`src/rtl/serial_add_arbiter_if.sv`:
```
// Request/result bundle between two requesters and the shared serial adder.
// The master side is the requester pair; the slave side is the arbiter.
interface serial_add_arbiter_if #(
    parameter int WIDTH = 8
);
    // reqX is a level request held high until its gntX pulse. gntX marks the
    // operand-capture edge. done pulses once per granted operation, when
    // sum/cout are valid.
    logic             req0;
    logic [WIDTH-1:0] a0;
    logic [WIDTH-1:0] b0;
    logic             req1;
    logic [WIDTH-1:0] a1;
    logic [WIDTH-1:0] b1;
    logic             gnt0;
    logic             gnt1;
    logic             owner;
    logic             busy;
    logic             done;
    logic [WIDTH-1:0] sum;
    logic             cout;

    modport master (
        output req0, a0, b0, req1, a1, b1,
        input  gnt0, gnt1, owner, busy, done, sum, cout
    );

    modport slave (
        input  req0, a0, b0, req1, a1, b1,
        output gnt0, gnt1, owner, busy, done, sum, cout
    );
endinterface

```
`src/rtl/serial_add_arbiter.sv`:
```
// Round-robin arbiter for two requesters sharing a single bit-serial adder cell.
// Operands are captured on grant and added LSB-first over WIDTH cycles.
module serial_add_arbiter #(
    parameter int WIDTH = 8
) (
    input  logic                 clk,
    input  logic                 rst,
    serial_add_arbiter_if.slave  bus,
    output logic [1:0]           state_dbg_o
);

    typedef enum logic [1:0] {
        IDLE = 2'd0,
        RUN  = 2'd1,
        DONE = 2'd2
    } state_e;

    localparam int CW = (WIDTH > 1) ? $clog2(WIDTH) : 1;
    localparam logic [CW-1:0] CNT_LAST = CW'(WIDTH - 1);
    localparam logic [CW-1:0] CNT_ONE  = CW'(1);

    state_e           state_q, state_d;
    logic [WIDTH-1:0] a_q, a_d;
    logic [WIDTH-1:0] b_q, b_d;
    logic [WIDTH-1:0] res_q, res_d;
    logic [CW-1:0]    cnt_q, cnt_d;
    logic             c_q, c_d;
    logic             last_q, last_d;
    logic             owner_q, owner_d;
    logic             gnt0_q, gnt0_d;
    logic             gnt1_q, gnt1_d;
    logic             done_q, done_d;
    logic             busy_q, busy_d;
    logic [WIDTH-1:0] sum_q, sum_d;
    logic             cout_q, cout_d;

    // Full-adder bit cell: two half-adder stages whose carries are ORed.
    logic ha1_s, ha1_c, ha2_s, ha2_c;
    logic fa_s, fa_c;

    assign ha1_s = a_q[0] ^ b_q[0];
    assign ha1_c = a_q[0] & b_q[0];
    assign ha2_s = ha1_s ^ c_q;
    assign ha2_c = ha1_s & c_q;
    assign fa_s  = ha2_s;
    assign fa_c  = ha1_c | ha2_c;

    // Result bits enter from the MSB side so the LSB lands at bit 0 after WIDTH shifts.
    logic [WIDTH:0]   res_ext;
    logic [WIDTH-1:0] res_shift;

    assign res_ext   = {fa_s, res_q};
    assign res_shift = res_ext[WIDTH:1];

    // On a tie the requester that was not served last wins.
    logic any_req;
    logic pick1;

    assign any_req = bus.req0 | bus.req1;
    assign pick1   = bus.req1 & (~bus.req0 | ~last_q);

    always_comb begin
        state_d = state_q;
        a_d     = a_q;
        b_d     = b_q;
        res_d   = res_q;
        cnt_d   = cnt_q;
        c_d     = c_q;
        last_d  = last_q;
        owner_d = owner_q;
        gnt0_d  = 1'b0;
        gnt1_d  = 1'b0;
        done_d  = 1'b0;
        sum_d   = sum_q;
        cout_d  = cout_q;

        case (state_q)
            IDLE: begin
                if (any_req) begin
                    state_d = RUN;
                    a_d     = pick1 ? bus.a1 : bus.a0;
                    b_d     = pick1 ? bus.b1 : bus.b0;
                    res_d   = '0;
                    cnt_d   = '0;
                    c_d     = 1'b0;
                    owner_d = pick1;
                    last_d  = pick1;
                    gnt0_d  = ~pick1;
                    gnt1_d  = pick1;
                end
            end

            RUN: begin
                a_d   = a_q >> 1;
                b_d   = b_q >> 1;
                c_d   = fa_c;
                res_d = res_shift;
                cnt_d = cnt_q + CNT_ONE;
                if (cnt_q == CNT_LAST) begin
                    sum_d   = res_shift;
                    cout_d  = fa_c;
                    done_d  = 1'b1;
                    state_d = DONE;
                end
            end

            DONE: begin
                state_d = IDLE;
            end

            default: begin
                state_d = IDLE;
            end
        endcase

        busy_d = (state_d != IDLE);
    end

    always_ff @(posedge clk or posedge rst) begin
        if (rst) begin
            state_q <= IDLE;
            a_q     <= '0;
            b_q     <= '0;
            res_q   <= '0;
            cnt_q   <= '0;
            c_q     <= 1'b0;
            last_q  <= 1'b1;
            owner_q <= 1'b0;
            gnt0_q  <= 1'b0;
            gnt1_q  <= 1'b0;
            done_q  <= 1'b0;
            busy_q  <= 1'b0;
            sum_q   <= '0;
            cout_q  <= 1'b0;
        end else begin
            state_q <= state_d;
            a_q     <= a_d;
            b_q     <= b_d;
            res_q   <= res_d;
            cnt_q   <= cnt_d;
            c_q     <= c_d;
            last_q  <= last_d;
            owner_q <= owner_d;
            gnt0_q  <= gnt0_d;
            gnt1_q  <= gnt1_d;
            done_q  <= done_d;
            busy_q  <= busy_d;
            sum_q   <= sum_d;
            cout_q  <= cout_d;
        end
    end

    assign bus.gnt0    = gnt0_q;
    assign bus.gnt1    = gnt1_q;
    assign bus.owner   = owner_q;
    assign bus.busy    = busy_q;
    assign bus.done    = done_q;
    assign bus.sum     = sum_q;
    assign bus.cout    = cout_q;
    assign state_dbg_o = state_q;

endmodule

```
`src/flat_wrapper.sv`:
```
// flat-port wrapper written by rule: the top's interface ports become plain ports
module serial_add_arbiter_flat 
#(
    parameter int WIDTH = 8
)
  (clk, rst, state_dbg_o, bus_req0, bus_a0, bus_b0, bus_req1, bus_a1, bus_b1, bus_gnt0, bus_gnt1, bus_owner, bus_busy, bus_done, bus_sum, bus_cout);
  serial_add_arbiter_if #(.WIDTH(WIDTH)) bus_i ();
  input  logic clk;
  input  logic rst;
  output logic [1:0] state_dbg_o;
  input wire logic [$bits(bus_i.req0)-1:0] bus_req0;
  input wire logic [$bits(bus_i.a0)-1:0] bus_a0;
  input wire logic [$bits(bus_i.b0)-1:0] bus_b0;
  input wire logic [$bits(bus_i.req1)-1:0] bus_req1;
  input wire logic [$bits(bus_i.a1)-1:0] bus_a1;
  input wire logic [$bits(bus_i.b1)-1:0] bus_b1;
  output wire logic [$bits(bus_i.gnt0)-1:0] bus_gnt0;
  output wire logic [$bits(bus_i.gnt1)-1:0] bus_gnt1;
  output wire logic [$bits(bus_i.owner)-1:0] bus_owner;
  output wire logic [$bits(bus_i.busy)-1:0] bus_busy;
  output wire logic [$bits(bus_i.done)-1:0] bus_done;
  output wire logic [$bits(bus_i.sum)-1:0] bus_sum;
  output wire logic [$bits(bus_i.cout)-1:0] bus_cout;
  assign bus_i.req0 = bus_req0;
  assign bus_i.a0 = bus_a0;
  assign bus_i.b0 = bus_b0;
  assign bus_i.req1 = bus_req1;
  assign bus_i.a1 = bus_a1;
  assign bus_i.b1 = bus_b1;
  assign bus_gnt0 = bus_i.gnt0;
  assign bus_gnt1 = bus_i.gnt1;
  assign bus_owner = bus_i.owner;
  assign bus_busy = bus_i.busy;
  assign bus_done = bus_i.done;
  assign bus_sum = bus_i.sum;
  assign bus_cout = bus_i.cout;
  serial_add_arbiter #(.WIDTH(WIDTH)) u_core (.clk(clk), .rst(rst), .bus(bus_i), .state_dbg_o(state_dbg_o));
endmodule
```
`config.mk`:
```
export PLATFORM = sky130hd
export DESIGN_NAME = serial_add_arbiter_flat
export DESIGN_NICKNAME = d
export VERILOG_FILES = /design/src/rtl/serial_add_arbiter_if.sv /design/src/rtl/serial_add_arbiter.sv /design/src/flat_wrapper.sv
export SDC_FILE = /design/constraint.sdc
export NUM_CORES = 1
export LEC_CHECK = 0
export ABC_AREA = 1
export CAP_MARGIN = 20
export CORE_UTILIZATION = 49
export DETAILED_ROUTE_END_ITERATION = 10
export PLACE_DENSITY_LB_ADDON = 0.15
export SYNTH_ARGS = -nofsm -noshare
export SYNTH_HDL_FRONTEND = slang
export SYNTH_SLANG_ARGS = --single-unit
```
`constraint.sdc`:
```
create_clock -name clk -period 1.6 [get_ports clk]
set_input_delay 0.32 -clock clk [delete_from_list [all_inputs] [get_ports clk]]
set_output_delay 0.32 -clock clk [all_outputs]
set_load 0.005 [all_outputs]
```
==> out/results.tsv, run 1 <==
metric	value	unit
GRT Total Usage	21.5	%
Power, Total	4680	µW
DR DRC count	0	
Post-CTS Setup Inserts	1	
Synth top area share	50.3	%
final net count	361	
Vias per Instance	4.90	
Final HPWL DP	3230	µm
die area	4630	µm²
Max-Cap Viols	0	
Sink Count	44	
Post-Synth Adder-Cell Area	2.11	%
critical path's slowest cell	clkdlybuf4s50_1	
CP peak stage delay	0.51	ns
largest family of logic cells by synthesized area	simple AND/OR/NAND/NOR gates	
Post-Syn Area	2140	µm²
routed len/inst	11.3	µm
boundary pin count	52	
ANT nets after route	0	
num rows	23	
post-CTS sizing	0	
Worst Path Max Fanout	3	
post-synthesis cell count	263	
grt total ovfl	0	
final design utilization	69.9	%
DRT Pass-1 Iters	4	
initial core utilization	52.3	%
Synth Flop Type	dfrtp_1	
Ant. Diodes	0	
final worst clock skew	0.00914	ns
most frequent cell after synthesis	nand3_1	
fmax	656	MHz
CP Launch Type	flop	
mux contribution to synthesized area	0	%
PortBufs	51	
Synth area leaders	dfrtp_1, nand3_1, nand2_1	
Final min period	1.52	ns
DRT iter0 DRCs	79	
clock latency at the later pin of the worst-skew pair	0.29	ns
R2R cell count	5	
Final period util	95.3	%
synthesized area per cell	8.13	µm²
Synth Area in Compound Gates	4.68	%
Die H	68.1	µm
number of H-tree levels	2	
final hold viol count	0	
Post-synth EDFFs	0	
RSZ-0062 raised after global routing	no	
GP Congestion	0.786	
share of flip-flops with an asynchronous set or reset	100	%
P_leak	0.00146	µW
Place WS	-0.0201	ns
Arr. time, crit path	1.20	ns
Mapped Nets	302	
critical path required time	1.28	ns
critical path's top delay family	buffers and inverters	
CP Capture Type	output pin	
clock-pin transition on the worst setup and hold timing paths	0.09	ns
Worst Max-Slew Pin Slew	0.394	ns
vias	1826	
initial antenna violation count	0	
Synth Area in XOR/XNOR	0	%
Slew HR	73.7	%
r2r startpoint	u_core.state_dbg_o[1]	
CTS buffer count	5	
sequential fraction of the synthesis area	51.6	%
final worst slack	0.0754	ns
worst-path cell chain	clkdlybuf4s50_1	
area leader, netlist	dfrtp_1	
CTS Hold Bufs	0	
status	completed	
Root Driver	clkbuf_8	
synth warn	0	
simple-gate area share of the yosys netlist	29.2	%
# setup viols final	0	
final max-slew violation count	0	
core box area	4090	µm²
Crit Path Class	flop to output pin	
largest net degree at the start of global routing	25	
Worst VDD drop	0.639	mV
TritonCTS clock tree	built	
layout cells sized above 1	10.5	%
CP Buf/Inv Count	1	
post-synthesis cell type count	19	
synth-to-layout area growth	33.6	%
pwr dens	1640	nW/µm²
Hold WC Path Type	input pin to asynchronous set/reset pin	
Synth Register Bits	44	
Die W	68.1	µm
FF-to-FF End	u_core.res_q[4]	
Max clock buf depth	2	
final WL	4230	µm
TNS Setup	0	ns
vias in the first global route	1679	
first-pass GRT wire length	7330	µm
most frequent cells after synthesis	nand3_1, nand2_1, inv_1, dfrtp_1, o21ai_1	
R2R setup slack	0.13	ns
layer usage:
layer,vias up,global-route usage [%],share of wire (%)
met3,5,5.00,3.4
met1,839,27.8,48
met5,-,0,0
li1,935,-,-
met2,47,35.2,47
met4,0,7.03,1.1
layout by cell type (no fill, tap or decap):
cell type	n
a21oi_1	1
buf_12	3
buf_4	10
clkbuf_8	5
clkdlybuf4s50_1	51
clkinv_4	1
clkinvlp_4	2
dfrtp_1	43
dfstp_2	1
fa_1	1
ha_1	2
inv_1	45
inv_2	4
nand2_1	60
nand2_2	3
nand2_4	2
nand3_1	62
nor2_1	5
nor2_2	1
nor2_4	2
o21ai_0	7
o21ai_1	12
state kept, by name (all words and copies together) (netlist names):
signal / count
u_core.bus.cout: 1
u_core.bus.busy: 1
u_core.cnt_q: 3
u_core.bus.gnt0: 1
u_core.b_q: 8
u_core.a_q: 8
u_core.c_q: 1
u_core.bus.gnt1: 1
u_core.bus.done: 1
u_core.bus.owner: 1
u_core.last_q: 1
u_core.state_dbg_o: 2
u_core.res_q: 7
u_core.bus.sum: 8
stage by stage:
step	hold WS [ns]	cells	instance area [µm²]
2_1_floorplan	0.449	263	2140
3_3_place_gp	0.455	364	2760
3_5_place_dp	0.459	364	2760
4_1_cts	0.364	373	2860
5_1_grt	0.385	373	2860
6_report	0.364	373	2860
worst max-delay path by stage:
stage,startpoint,end,slack [ns],cells past startpoint
2_1_floorplan,rst,u_core.a_q[0],0.25,1
3_3_place_gp,bus_req1,u_core.b_q[7],0.02,6
3_5_place_dp,bus_req1,u_core.b_q[7],-0.02,6
4_1_cts,u_core.state_dbg_o[0],state_dbg_o[0],0.07,1
5_1_grt,u_core.state_dbg_o[1],u_core.res_q[6],0.01,5
6_report,u_core.state_dbg_o[0],state_dbg_o[0],0.08,1
kinds of logic (layout without fill, tap and decap cells):
family	count (synthesis)	after routing
simple gates	135	135
buf+inv	61	121
flops	44	44
compound gates	20	20
fa+ha+maj	3	3
where the power goes:
group	total [µW]	leakage [µW]	internal, µW	switching (µW)
sequential	1900	0.000548	1630	269
clock	693	0.0000404	309	384
combinational	2090	0.000870	994	1090
total	4680	0.00146	2930	1750
area by class of cell:
type                    count  area [µm²]
clock buffers               5        68.8
clock inverters             3        23.8
fillers                   349        1230
inverters                  49         184
multi-input cells         158         769
flip-flops and latches     44        1100
well taps                  50        62.6
repair buffers             64         646
Power figures use the tool's default switching activity.
==> run 2, diff against run 1 <==
Settings changed: CAP_MARGIN 20 to 0, HOLD_SLACK_MARGIN from default to 0.06.
==> results of run 2 <==
Final layout, timing and power as in run 1 (identical DEF).
